`config.mk`:
```
export PLATFORM = sky130hd
export DESIGN_NAME = prga_flat
export DESIGN_NICKNAME = d
export VERILOG_FILES = /design/src/rtl/arc4_pkg.sv /design/src/rtl/prga_if.sv /design/src/rtl/prga.sv /design/src/flat_wrapper.sv
export SDC_FILE = /design/constraint.sdc
export NUM_CORES = 1
export LEC_CHECK = 0
export BUFFER_PORTS_ARGS = -buffer_cell sky130_fd_sc_hd__buf_2
export CORE_ASPECT_RATIO = 0.8
export CORE_MARGIN = 5
export CORE_UTILIZATION = 60
export DETAILED_ROUTE_END_ITERATION = 7
export GPL_ROUTABILITY_DRIVEN = 0
export PLACE_DENSITY = 0.83
export SYNTH_ARGS = -nofsm -noshare
export SYNTH_HDL_FRONTEND = slang
export SYNTH_SLANG_ARGS = --single-unit
```
`constraint.sdc`:
```
create_clock -name clk -period 4.5 [get_ports clk]
set_input_delay 0.675 -clock clk [delete_from_list [all_inputs] [get_ports clk]]
set_output_delay 0.675 -clock clk [all_outputs]
set_load 0.05 [all_outputs]
```
`src/rtl/arc4_pkg.sv`:
```
// Shared ARC4 definitions: byte width, memory depth and
// the PRGA state encoding.
package arc4_pkg;

    localparam int BYTE_W    = 8;
    localparam int MEM_DEPTH = 256;

    typedef logic [BYTE_W-1:0] byte_t;

    typedef enum logic [3:0] {
        IDLE,
        LEN_RD,
        LEN_WAIT,
        PT0_WR,
        I_RD,
        I_WAIT,
        J_RD,
        J_WAIT,
        WR_I,
        WR_J,
        PAD_RD,
        PAD_WAIT,
        PT_WR
    } prga_state_t;

endpackage

```
`src/rtl/prga_if.sv`:
```
// PRGA control handshake plus S, ciphertext and plaintext
// memory ports.
interface prga_if;
    import arc4_pkg::*;

    logic  en;
    logic  rdy;
    byte_t addr_s;
    byte_t rddata_s;
    byte_t wrdata_s;
    logic  wren_s;
    byte_t addr_ct;
    byte_t rddata_ct;
    byte_t addr_pt;
    byte_t wrdata_pt;
    logic  wren_pt;

    modport master (
        input  en,
        input  rddata_s,
        input  rddata_ct,
        output rdy,
        output addr_s,
        output wrdata_s,
        output wren_s,
        output addr_ct,
        output addr_pt,
        output wrdata_pt,
        output wren_pt
    );

    modport slave (
        output en,
        output rddata_s,
        output rddata_ct,
        input  rdy,
        input  addr_s,
        input  wrdata_s,
        input  wren_s,
        input  addr_ct,
        input  addr_pt,
        input  wrdata_pt,
        input  wren_pt
    );

endinterface

```
`src/rtl/prga.sv`:
```
// RC4 keystream generation and decrypt over a ksa-scheduled S.
// All memory ports are driven combinationally from state.
module prga (
    input  logic   clk,
    input  logic   rst_n,
    prga_if.master bus
);
    import arc4_pkg::*;

    prga_state_t state;
    prga_state_t state_nxt;

    byte_t i;
    byte_t j;
    byte_t k;
    byte_t len;
    byte_t si;
    byte_t sj;
    byte_t pad;
    byte_t ct;
    byte_t pad_a;

    assign pad_a = si + sj;

    always_ff @(posedge clk or negedge rst_n) begin
        if (!rst_n) begin
            state <= IDLE;
        end else begin
            state <= state_nxt;
        end
    end

    always_ff @(posedge clk or negedge rst_n) begin
        if (!rst_n) begin
            i   <= '0;
            j   <= '0;
            k   <= '0;
            len <= '0;
            si  <= '0;
            sj  <= '0;
            pad <= '0;
            ct  <= '0;
        end else begin
            unique case (state)
                IDLE: begin
                    if (bus.en) begin
                        i <= '0;
                        j <= '0;
                    end
                end
                LEN_WAIT: begin
                    len <= bus.rddata_ct;
                    k   <= 8'd1;
                end
                I_RD: i <= i + 8'd1;
                I_WAIT: begin
                    si <= bus.rddata_s;
                    j  <= j + bus.rddata_s;
                end
                J_WAIT: sj <= bus.rddata_s;
                PAD_WAIT: begin
                    pad <= bus.rddata_s;
                    ct  <= bus.rddata_ct;
                end
                // test before increment so len=255 never wraps k
                PT_WR: begin
                    if (k != len) begin
                        k <= k + 8'd1;
                    end
                end
                default: ;
            endcase
        end
    end

    always_comb begin
        state_nxt     = state;
        bus.rdy       = 1'b0;
        bus.addr_s    = '0;
        bus.wrdata_s  = '0;
        bus.wren_s    = 1'b0;
        bus.addr_ct   = '0;
        bus.addr_pt   = '0;
        bus.wrdata_pt = '0;
        bus.wren_pt   = 1'b0;
        unique case (state)
            IDLE: begin
                bus.rdy = 1'b1;
                if (bus.en) begin
                    state_nxt = LEN_RD;
                end
            end
            LEN_RD: state_nxt = LEN_WAIT;
            LEN_WAIT: state_nxt = PT0_WR;
            PT0_WR: begin
                bus.wrdata_pt = len;
                bus.wren_pt   = 1'b1;
                state_nxt     = (len != '0) ? I_RD : IDLE;
            end
            I_RD: begin
                bus.addr_s = i + 8'd1;
                state_nxt  = I_WAIT;
            end
            I_WAIT: state_nxt = J_RD;
            J_RD: begin
                bus.addr_s = j;
                state_nxt  = J_WAIT;
            end
            J_WAIT: state_nxt = WR_I;
            WR_I: begin
                bus.addr_s   = i;
                bus.wrdata_s = sj;
                bus.wren_s   = 1'b1;
                state_nxt    = WR_J;
            end
            WR_J: begin
                bus.addr_s   = j;
                bus.wrdata_s = si;
                bus.wren_s   = 1'b1;
                state_nxt    = PAD_RD;
            end
            PAD_RD: begin
                bus.addr_s  = pad_a;
                bus.addr_ct = k;
                state_nxt   = PAD_WAIT;
            end
            PAD_WAIT: state_nxt = PT_WR;
            PT_WR: begin
                bus.addr_pt   = k;
                bus.wrdata_pt = pad ^ ct;
                bus.wren_pt   = 1'b1;
                state_nxt     = (k == len) ? IDLE : I_RD;
            end
            default: state_nxt = IDLE;
        endcase
    end

endmodule

```
`src/flat_wrapper.sv`:
```
// flat-port wrapper written by rule: the top's interface ports become plain ports
module prga_flat import arc4_pkg::*;
  (clk, rst_n, bus_en, bus_rddata_s, bus_rddata_ct, bus_rdy, bus_addr_s, bus_wrdata_s, bus_wren_s, bus_addr_ct, bus_addr_pt, bus_wrdata_pt, bus_wren_pt);
  prga_if bus_i ();
  input  logic clk;
  input  logic rst_n;
  input wire logic [$bits(bus_i.en)-1:0] bus_en;
  input wire logic [$bits(bus_i.rddata_s)-1:0] bus_rddata_s;
  input wire logic [$bits(bus_i.rddata_ct)-1:0] bus_rddata_ct;
  output wire logic [$bits(bus_i.rdy)-1:0] bus_rdy;
  output wire logic [$bits(bus_i.addr_s)-1:0] bus_addr_s;
  output wire logic [$bits(bus_i.wrdata_s)-1:0] bus_wrdata_s;
  output wire logic [$bits(bus_i.wren_s)-1:0] bus_wren_s;
  output wire logic [$bits(bus_i.addr_ct)-1:0] bus_addr_ct;
  output wire logic [$bits(bus_i.addr_pt)-1:0] bus_addr_pt;
  output wire logic [$bits(bus_i.wrdata_pt)-1:0] bus_wrdata_pt;
  output wire logic [$bits(bus_i.wren_pt)-1:0] bus_wren_pt;
  assign bus_i.en = bus_en;
  assign bus_i.rddata_s = bus_rddata_s;
  assign bus_i.rddata_ct = bus_rddata_ct;
  assign bus_rdy = bus_i.rdy;
  assign bus_addr_s = bus_i.addr_s;
  assign bus_wrdata_s = bus_i.wrdata_s;
  assign bus_wren_s = bus_i.wren_s;
  assign bus_addr_ct = bus_i.addr_ct;
  assign bus_addr_pt = bus_i.addr_pt;
  assign bus_wrdata_pt = bus_i.wrdata_pt;
  assign bus_wren_pt = bus_i.wren_pt;
  prga u_core (.clk(clk), .rst_n(rst_n), .bus(bus_i));
endmodule
```
==> impl_metrics.csv <==
group,metric,value,unit
run_status,status,"complete, no violations",
clocking,cts_buffers,9,
routing,drtIter0Drc,248,
synth,yosysMostFrequentCell,"dfrtp_1",
floorplanning,die-area,8910,um2
grt,track_usage,0.250,
synth,synthArstFlopShare,1.00,
routing,dr_total_vias,3568,
clocking,cts.sinks,68,
setup_path,arrival,2.84,ns
placement,hpwl,7560,um
sta,setup_tns,0,ns
routing,drt_wl_total,10900,um
pwr,p_switching,1.61,mW
job,maxCapViolCount,0,
setup_path,crit_required,3.83,ns
floorplanning,start_util,0.620,
grt,grt.busiest_layer,"met2",
hold_path,hp-class,"primary input to asynchronous set/reset pin",
routing,drc_errors,0,
setup_path,crit_family,"simple AND/OR/NAND/NOR gates",
floorplanning,core,6890,um2
cells_and_area,layout.cells.non_filler,572,
sta,finalSetupViolations,0,
clocking,clkTransAtPathRegs,0.08,ns
synth,syn_area_per_cell,10.0,um2
placement,dp_slack,1.45,ns
clocking,cts_resized,0,
cells_and_area,syn_to_final_growth,14.0,%
clocking,clock_tree.root_cell,"clkbuf_8",
grt,grtUsageMet1,0.326,
sta,setup_slack,0.988,ns
cells_and_area,nets,517,
setup_path,crit_type,"flop to output pin",
setup_path,critPathLaunch,"u_core.state[3]",
sta,final_hold_viol_count,0,
sta,skew,0.00746,ns
pwr,ir_drop,0.347,mV
clocking,ctsHoldBuffers,0,
cells_and_area,final_util,0.706,
grt,grt_max_degree,43,
pwr,p_sw_frac,0.444,
grt,grt_remaining_overflow,0,
setup_path,rrSetupSlack,2.24,ns
clocking,clk-insertion-delay-late,0.35,ns
pwr,combPwrFrac,0.482,
setup_path,worstSetupStartpointType,"flop",
synth,synth_edf_count,0,
synth,synth-seq-cells,68,
clocking,cts_buffer_depth,2,
synth,synth_top_area_frac,0.398,
sta,slew_viol_final,0,
setup_path,cp_slowest_stage_delay,0.87,ns
cells_and_area,drive_gt1_frac,0.243,
setup_path,reg2reg_depth,5,
synth,synth_warnings,0,
clocking,tritoncts,"built",
routing,wire_per_inst,19.1,um
clocking,h-tree-depth,3,
setup_path,cpMaxStageDelayCell,"nor2_1",
pwr,power.density,746,nW/um2
grt,grt_pass1_vias,3614,
pwr,internal-power,2.02,mW
setup_path,critPathMaxFanout,15,
cells_and_area,antenna_cells,0,
cells_and_area,multi_input_area,2440,um2
synth,yosysTopAreaCell,"dfrtp_1",
cells_and_area,seqCellArea,1700,um2
sta,maxSlewHeadroom,0.287,
routing,drtPass1Iterations,4,
clocking,cts_setup_buffers,0,
sta,worstMarginPinSlew,1.07,ns
grt,gr-usage-met3,0.0677,
grt,grt_pass1_wl,18100,um
floorplanning,die_h,85.5,um
sta,finalCritPeriodShare,0.780,
setup_path,worstPathCellList,"nand2b_1 -> nor2_1 -> o21ai_0 -> o211ai_1 -> buf_2",
synth,synthTopCellsByArea,"dfrtp_1 (40%), mux2_2 (6.3%), ha_1 (4.7%), a22o_1 (4.5%), nand2_1 (4.3%)",
pwr,leakagePower,2.40,nW
floorplanning,fp-row-count,27,
sta,rsz0062_at_grt,"no",
pwr,p_clk_frac,0.186,
grt,grt.met2_usage,0.403,
routing,ant_nets,0,
synth,syn_nets,463,
synth,yosys_most_used_dff,"dfrtp_1",
setup_path,end_kind,"output pin",
floorplanning,fp.dieW,104,um
synth,syn_area,4270,um2
pwr,seqPwrFrac,0.332,
sta,fmax,0.285,GHz
synth,yosysSeqAreaShare,0.398,
placement,placed_cells,556,
setup_path,r2r_end,"u_core.k[7]",
setup_path,crit_path_end,"bus_addr_s[4]",
synth,ys_types,60,
floorplanning,io-pin-count,62,
cells_and_area,n_fill_cell,516,
setup_path,timing.rr.start,"u_core.state[2]",
synth,synth_common_cells,"dfrtp_1 (68), nand2_1 (49), mux2_2 (24), a22o_1 (22), nor2_1 (22)",
pwr,power,3.63,mW
placement,portBuffers,61,
sta,period_needed,3.51,ns
grt,grt_antenna_before_repair,0,
routing,viasPerCell,6.24,
setup_path,worst-path-stages,5,
synth,syn_inst,426,
setup_path,path_buf_inv,1,
power groups by stage:
stage	sequential (mW)	combinational [mW]	clock [mW]
after floorplan	1.06	1.44	0
after global placement	1.17	1.65	0
after detailed placement	1.19	1.70	0
after CTS	1.19	1.74	0.682
after global routing	1.24	1.92	0.710
final	1.21	1.75	0.675
area by class of cell:
type / instances / share of cell area
well taps: 87 / 0.0224
repair buffers: 63 / 0.0658
multi-input cells: 332 / 0.502
clock inverters: 7 / 0.0301
inverters: 6 / 0.00463
flip-flops and latches: 68 / 0.350
clock buffers: 9 / 0.0254
through the flow:
stage | hold WS, ns | area (um2)
after floorplan | 0.379 | 4270
after global placement | 0.489 | 4600
after detailed placement | 0.509 | 4600
after CTS | 0.511 | 4870
after global routing | 0.554 | 4870
final | 0.468 | 4870
registers in the layout, summed over array words and instances (netlist names):
name / count
u_core.state: 4
u_core.si: 8
u_core.pad: 8
u_core.j: 8
u_core.k: 8
u_core.ct: 8
u_core.len: 8
u_core.sj: 8
u_core.i: 8
layout by cell type, fill, tap and decap left out, types with 10 or more instances in the layout:
master and instances:
o21ai_0 20, a22o_1 22, and2_1 16, a21oi_1 18, ha_1 16, buf_2 61
nor2_1 22, dfrtp_1 68, xor2_1 20, nand2_1 49, mux2_2 24, mux2_1 10
kinds of logic after synthesis:
| family | after synthesis | share of synthesized area |
|---|---|---|
| simple gates | 145 | 0.185 |
| fa+ha+maj | 18 | 0.0563 |
| flops | 68 | 0.398 |
| xor+xnor | 27 | 0.0571 |
| compound gates | 102 | 0.170 |
| buf+inv | 26 | 0.0293 |
| mux | 40 | 0.104 |
how the worst min path moves through the flow:
stage | startpoint | end | slack (ns) | cells after the start
6_report | rst_n | u_core.i[5] | 0.47 | 1
2_1_floorplan | rst_n | u_core.ct[0] | 0.38 | 0
3_5_place_dp | u_core.pad[1] | u_core.pad[1] | 0.51 | 1
4_1_cts | rst_n | u_core.i[5] | 0.51 | 1
3_3_place_gp | u_core.si[0] | u_core.si[0] | 0.49 | 2
5_1_grt | bus_rddata_ct[5] | u_core.ct[5] | 0.55 | 2
metal layers:
metal	share of wire	routed length (um)
met4	0.020	220
met2	0.48	5180
met1	0.44	4750
met3	0.068	743
met5	0	0
Note: power is estimated with default switching activity, not from simulation.
